===== src/rtl/cmpx_mul_arbiter.sv =====
// Round-robin arbiter sharing one complex multiplier between NREQ requesters.
// Two-stage stallable pipeline: S1 holds the granted operands, S2 holds the product and drives rsp_*.
module cmpx_mul_arbiter #(
  parameter int M    = 8,
  parameter int NREQ = 4,
  localparam int IDW = $clog2(NREQ)
) (
  input  logic                  clk,
  input  logic                  rst,
  input  logic [NREQ-1:0]       req_valid,
  output logic [NREQ-1:0]       req_ready,
  input  logic [NREQ*M-1:0]     req_a_re,
  input  logic [NREQ*M-1:0]     req_a_im,
  input  logic [NREQ*M-1:0]     req_b_re,
  input  logic [NREQ*M-1:0]     req_b_im,
  output logic                  rsp_valid,
  input  logic                  rsp_ready,
  output logic [IDW-1:0]        rsp_id,
  output logic signed [2*M:0]   rsp_real,
  output logic signed [2*M:0]   rsp_imag
);

  function automatic logic [IDW-1:0] rr_idx(input logic [IDW-1:0] base, input int off);
    int s;
    s = int'(base) + off;
    if (s >= NREQ) s = s - NREQ;
    return s[IDW-1:0];
  endfunction

  // Each product is a full 2M-bit signed value, sign-extended by one bit before combining.
  function automatic logic signed [2*M:0] cmul_re(input logic signed [M-1:0] ar, input logic signed [M-1:0] ai,
                                                  input logic signed [M-1:0] br, input logic signed [M-1:0] bi);
    logic signed [2*M-1:0] p1, p2;
    p1 = ar * br;
    p2 = ai * bi;
    return {p1[2*M-1], p1} - {p2[2*M-1], p2};
  endfunction

  function automatic logic signed [2*M:0] cmul_im(input logic signed [M-1:0] ar, input logic signed [M-1:0] ai,
                                                  input logic signed [M-1:0] br, input logic signed [M-1:0] bi);
    logic signed [2*M-1:0] p1, p2;
    p1 = ai * br;
    p2 = ar * bi;
    return {p1[2*M-1], p1} + {p2[2*M-1], p2};
  endfunction

  logic [IDW-1:0]        ptr_q, ptr_d;
  logic                  v1_q, v2_q;
  logic [IDW-1:0]        s1_id_q, s2_id_q;
  logic signed [M-1:0]   s1_a_re_q, s1_a_im_q, s1_b_re_q, s1_b_im_q;
  logic signed [2*M:0]   s2_re_q, s2_im_q;
  logic signed [2*M:0]   prod_re, prod_im;

  logic                  adv1, adv2;
  logic                  gnt_any, grant;
  logic [IDW-1:0]        gnt_idx;

  assign adv2 = !v2_q || rsp_ready;
  assign adv1 = !v1_q || adv2;

  always_comb begin
    gnt_any = 1'b0;
    gnt_idx = '0;
    for (int k = 0; k < NREQ; k++) begin
      if (!gnt_any && req_valid[rr_idx(ptr_q, k)]) begin
        gnt_any = 1'b1;
        gnt_idx = rr_idx(ptr_q, k);
      end
    end
  end

  assign grant = gnt_any && adv1 && !rst;

  always_comb begin
    req_ready = '0;
    ptr_d     = ptr_q;
    if (grant) begin
      req_ready[gnt_idx] = 1'b1;
      ptr_d              = rr_idx(gnt_idx, 1);
    end
  end

  assign prod_re = cmul_re(s1_a_re_q, s1_a_im_q, s1_b_re_q, s1_b_im_q);
  assign prod_im = cmul_im(s1_a_re_q, s1_a_im_q, s1_b_re_q, s1_b_im_q);

  // Stage 1: operand capture from the granted requester
  always_ff @(posedge clk) begin
    if (rst) begin
      ptr_q     <= '0;
      v1_q      <= 1'b0;
      s1_id_q   <= '0;
      s1_a_re_q <= '0;
      s1_a_im_q <= '0;
      s1_b_re_q <= '0;
      s1_b_im_q <= '0;
    end else begin
      ptr_q <= ptr_d;
      if (grant) begin
        v1_q      <= 1'b1;
        s1_id_q   <= gnt_idx;
        s1_a_re_q <= req_a_re[gnt_idx*M +: M];
        s1_a_im_q <= req_a_im[gnt_idx*M +: M];
        s1_b_re_q <= req_b_re[gnt_idx*M +: M];
        s1_b_im_q <= req_b_im[gnt_idx*M +: M];
      end else if (adv1) begin
        v1_q <= 1'b0;
      end
    end
  end

  // Stage 2: product register, drives the response port
  always_ff @(posedge clk) begin
    if (rst) begin
      v2_q    <= 1'b0;
      s2_id_q <= '0;
      s2_re_q <= '0;
      s2_im_q <= '0;
    end else if (adv2) begin
      v2_q    <= v1_q;
      s2_id_q <= s1_id_q;
      s2_re_q <= prod_re;
      s2_im_q <= prod_im;
    end
  end

  assign rsp_valid = v2_q;
  assign rsp_id    = s2_id_q;
  assign rsp_real  = s2_re_q;
  assign rsp_imag  = s2_im_q;

endmodule


===== config.mk =====
export PLATFORM = sky130hd
export DESIGN_NAME = cmpx_mul_arbiter
export DESIGN_NICKNAME = d
export VERILOG_FILES = /design/src/rtl/cmpx_mul_arbiter.sv
export SDC_FILE = /design/constraint.sdc
export NUM_CORES = 1
export LEC_CHECK = 0
export ABC_AREA = 0
export ABC_CLOCK_PERIOD_IN_PS = 6300
export BUFFER_PORTS_ARGS = -buffer_cell sky130_fd_sc_hd__clkbuf_2
export CAP_MARGIN = 30
export CORE_MARGIN = 1
export CORE_UTILIZATION = 50
export CTS_BUF_LIST = sky130_fd_sc_hd__clkbuf_2
export DETAILED_ROUTE_END_ITERATION = 10
export PLACE_DENSITY = 0.73
export SETUP_SLACK_MARGIN = 0.02
export SLEW_MARGIN = 20
export SYNTH_ARGS = -nofsm -noshare
export SYNTH_HDL_FRONTEND = slang
export SYNTH_SLANG_ARGS = --single-unit

===== constraint.sdc =====
create_clock -name clk -period 6.3 [get_ports clk]
set_clock_uncertainty 0.1 [all_clocks]
set_input_delay 1.26 -clock clk [delete_from_list [all_inputs] [get_ports clk]]
set_output_delay 1.26 -clock clk [all_outputs]
set_load 0.1 [all_outputs]

Word level (Yosys, flattened, before mapping) --
Index checks and enable logic that the tools add are counted.
Operators by class: mux-type cells 26, reductions and logical operators 15, $lt $le $gt $ge 11, $mul 4, equal/unequal tests 0, div/mod/pow operators 0, add/subtract/negate cells 11, shift-type cells 4, bitwise operators 0
Operators by type and width (count):
- 32-bit by 6-bit variable part select with 8-bit output | 4
- 8-bit by 8-bit multiplier with 16-bit output | 4
- 2-bit two-way mux | 9
- 16-bit by 16-bit adder with 17-bit output | 1
- 16-bit by 16-bit subtractor with 17-bit output | 1
- 2-bit by 3-bit less-than comparator with 1-bit output (second input constant) | 5
- 3-bit greater-or-equal comparator (second input constant) | 4
- 1-bit two-way mux | 11
- 2-bit by 1-bit subtractor with 2-bit output (second input constant) | 5
- 1-bit binary-select mux with 2-bit select | 4
- 2-bit by 1-bit adder with 3-bit output (second input constant) | 2
- 2-bit by 2-bit adder with 3-bit output (second input constant) | 2
- 1-bit logical AND | 6
- 1-bit zero test | 6
- 4-bit two-way mux | 1
- 2-bit by 3-bit greater-or-equal comparator with 1-bit output (second input constant) | 1
- 1-bit demux with 2-bit select | 1
- 2-bit by 1-bit greater-or-equal comparator with 1-bit output (second input constant) | 1
- 1-bit logical OR | 2
- 2-bit nonzero test | 1
Storage, ports and cells: output and inout bits 41, bits in read-only memories 0, latch bits 0, memory bits (writable) 0, logic and storage cells 82, memories 0, register bits after elaboration 74

Depth between registers and ports, before layout --
word-level depth 19, depth in mapped cells 22, gate-level depth less buffers 21

Least setup slack after synthesis --
OpenSTA, ideal clock, no wires.
path type register -> register, from reg s1_a_re_q[7], to reg s2_im_q[13] (netlist: rsp_imag[13]), data arrival time 5.372 ns, slack 0.712 ns, buffers on the path 1, library setup time 0.116 ns, cell stages (with the launch flop) 16, path through dfxtp_1 -> clkbuf_1 -> and2_1 -> fa_1 -> fa_1 -> fa_1 -> fa_1 -> fa_1 -> inv_1 -> fa_1 -> inv_1 -> ha_1 -> or3_1 -> o2111a_1 -> or3_1 -> a31o_1
Between the ends: word-level cells in the longest chain between the ends 2
RTL lines:
- start, declared | line 50 | logic signed [M-1:0] s1_a_re_q, s1_a_im_q, s1_b_re_q, s1_b_im_q;
- start signal, assigned | line 101 | s1_a_re_q <= req_a_re[gnt_idx*M +: M];
- 8-bit by 8-bit multiplier with 16-bit output | line 43 | p2 = ar * bi;
- 16-bit by 16-bit adder with 17-bit output | line 44 | return {p1[2*M-1], p1} + {p2[2*M-1], p2};
- end signal, assigned | line 122 | s2_im_q <= prod_im;
- end, declared | line 51 | logic signed [2*M:0] s2_re_q, s2_im_q;
No other way between the ends. A chain may end at the register's enable or synchronous reset.

Final worst setup path --
from reg s1_b_re_q[2], to reg s2_im_q[16] (netlist: rsp_imag[16])
Between the ends: word-level cells in the longest chain between the ends 2
RTL lines:
- start, declared | line 50
- start signal, assigned | line 103 | s1_b_re_q <= req_b_re[gnt_idx*M +: M];
- 8-bit by 8-bit multiplier with 16-bit output | line 42 | p1 = ai * br;
- 16-bit by 16-bit adder with 17-bit output | line 44
No other way between the ends.

==> summary.md <==
| Metric | Value |
|---|---|
| # H-tree levels | `3` |
| Initial antenna violation count | `2` |
| Setup TNS | `0 ps` |
| Final setup viols | `0` |
| Relative slew slack | `0.420` |
| Synth cell types | `between 50 and 60` |
| Post-CTS resize count | `0` |
| Synth Net Count | `around 2200` |
| CTS Hold Bufs | `0` |
| WP data required | `between 6000 and 7000 ps` |
| Flops & latches, synth | `74` |
| Worst r2r src | `s1_b_re_q[2]` |
| Synth async-reset ratio | `0` |
| Die height | `approximately 170 um` |
| WL/cell | `approximately 16 um` |
| Worst EP arrival | `~6500 ps` |
| Yosys warning total | `0` |
| Status | `completed` |
| DP Wirelength | `29.7 mm` |
| Routed wire length | `36.5 mm` |
| Fin crit share | `0.955` |
| Row Count | `61` |
| Root Buffer | `clkbuf_2` |
| Most common cell after layout, fill and taps aside | `inv_1` |
| CTS sink count | `74` |
| Max Cap Violations | `0` |
| Routability cong. | `about 0.96` |
| Core area | `approximately 0.028 mm^2` |
| Post-synth EDFFs | `0` |
| Slew @ Worst Pin | `about 870 ps` |
| Num CTS Buffers | `9` |
| Fin Hold WS | `365 ps` |
| Share of cells above drive strength 1 | `0.132` |
| Hold Crit Start | `rsp_imag[10]` |
| Final min period | `about 6000 ps` |
| Total GRT Usage | `0.266` |
| Highest-count cells in the layout ignoring fill and taps | `inv_1, fa_1, nand2_1, clkbuf_2, and2_1` |
| DRT Pass-1 Iters | `5` |
| Fin. Hold Viols | `0` |
| Avg Cell Area, Syn | `8.57 um^2` |
| Overflow after GRT | `0` |
| Clk_lat worst skew | `670 ps` |
| Final count of pins violating max slew | `0` |
| Sequential element share of the synthesized area | `0.102` |
| CP startpoint | `s1_b_re_q[2]` |
| Crit end category | `flip-flop` |
| Vias per cell | `approximately 5.2` |
| CP Launch Type | `flip-flop` |
| # placed instances | `between 2000 and 2500` |
| Vias post-DR | `around 12000` |
| Dominant register cell in the synthesized netlist | `dfxtp_1` |
| Die width | `around 170 um` |
| Crit Path Class | `flip-flop to flip-flop` |
| Layout Nets | `2360` |
| Syn Std Cell Area | `approximately 0.014 mm^2` |
| Syn Inst Count | `1687` |
| Initial Util | `0.515` |
| CP Max Fanout | `11` |
| Post-Layout Cell Count | `approximately 2200` |
| Worst min path class | `flip-flop to flip-flop` |
| DRC | `0` |
| CTS Buffer Depth | `2` |
| Clock-pin slew on the worst setup and hold paths | `about 310 ps` |
| RSZ-0062 raised after global routing | `no` |
| Vias in the first global route | `12300` |
| Antenna viol nets, final | `0` |
| Largest net degree at the start of global routing | `67` |
| Fmax achieved | `0.166 GHz` |
| Layout Area Growth over Synthesis | `10.1%` |
| DRT iter0 DRCs | `roughly 670` |
| # port buffers | `around 180` |
| # IOs | `between 150 and 200` |
| First-pass GRT wire length | `approximately 60 mm` |
| CTS tree | `built` |
| Die area | `~0.03 mm^2` |
| Postcts setup bufs | `0` |
## layer usage
metal  global-route usage  vias up  share of wire
met5                    0        -              0
li1                     -     5443              -
met4               0.0835        0          0.031
met1                0.339     5651           0.42
met3               0.0407       85          0.066
met2                0.462      418           0.48
## worst max-delay path: stages (launching register included)
cell,delay [ps]
dfxtp_1,800
nand2_1,200
inv_1,110
fa_1,470
inv_1,200
fa_1,460
fa_1,510
fa_1,570
fa_1,430
fa_1,490
inv_1,40
ha_1,330
a211oi_1,260
o21bai_1,200
nor4_1,220
a21oi_1,130
xnor2_1,310
a211oi_1,120
## kinds of logic after synthesis
| kind of cell | share of synthesized area |
|---|---|
| flip-flops | 0.102 |
| multiplexers | 0.00208 |
| AO/OA/AOI/OAI | 0.0686 |
| AND/OR/NAND/NOR | 0.206 |
| XOR/XNOR | 0.0248 |
| buffers and inverters | 0.110 |
| adder cells (fa/ha/maj) | 0.486 |
## state kept, by name, summed over array words and instances, names as in the netlist
name / flops
rsp_imag: 17
rsp_real: 17
s1_a_im_q: 8
s1_a_re_q: 8
s1_b_im_q: 8
s1_b_re_q: 8
ptr_q: 2
rsp_id: 2
s1_id_q: 2
rsp_valid: 1
v1_q: 1
## through the flow
| step | area [um^2] | utilization | worst slack, ps |
|---|---|---|---|
| detailed placement | 15800 | 0.561 | 262 |
| global route | 15900 | 0.567 | 29.0 |
| global placement | 15800 | 0.561 | 335 |
| floorplan | 14500 | - | 712 |
| CTS | 15900 | 0.566 | 233 |
| finish | 15900 | 0.567 | 281 |
## cell usage after synthesis, types with 3 or more instances
master | n | share of area
buf_1 | 4 | 0.0010
or4_1 | 3 | 0.0016
xor2_1 | 5 | 0.0030
o21bai_1 | 3 | 0.0016
dfxtp_1 | 74 | 0.10
fa_1 | 279 | 0.39
a211oi_1 | 9 | 0.0047
o21ai_0 | 18 | 0.0062
ha_1 | 115 | 0.10
a31o_1 | 33 | 0.020
a21o_1 | 3 | 0.0016
nand2_1 | 271 | 0.070
nor3_1 | 12 | 0.0042
mux2i_1 | 3 | 0.0021
xnor2_1 | 36 | 0.022
nor2_1 | 44 | 0.011
clkbuf_1 | 58 | 0.015
a211o_1 | 3 | 0.0018
or3_1 | 5 | 0.0022
buf_2 | 16 | 0.0055
and3_1 | 31 | 0.013
o21ai_1 | 6 | 0.0021
and2_1 | 146 | 0.063
nand2b_1 | 14 | 0.0061
inv_1 | 336 | 0.087
a21oi_1 | 41 | 0.014
nand3_1 | 75 | 0.026
nand4_1 | 4 | 0.0017
a31oi_1 | 3 | 0.0013
nor2b_1 | 3 | 0.0013
o21a_1 | 5 | 0.0026
## area by class of cell
class,count,area (um^2)
fill,2546,12200
multi-input combinational,1196,11400
sequential,74,1480
inverter,338,1270
timing repair buffer,212,1170
tap,378,473
clock inverter,7,83.8
clock buffer,9,45.0
antenna,2,5.00
## final timing paths
kind / to / slack [ps] / depth (start not counted)
setup reg to reg: rsp_imag[16] / 280 / 17
hold / removal: rsp_imag[10] / 370 / 2
hold reg to reg: rsp_imag[10] / 370 / 2
setup / recovery: rsp_imag[16] / 280 / 17
Power is left out: the tool's default activity adds up to more than one toggle a clock period on the data nets, which glitch-free logic cannot reach.
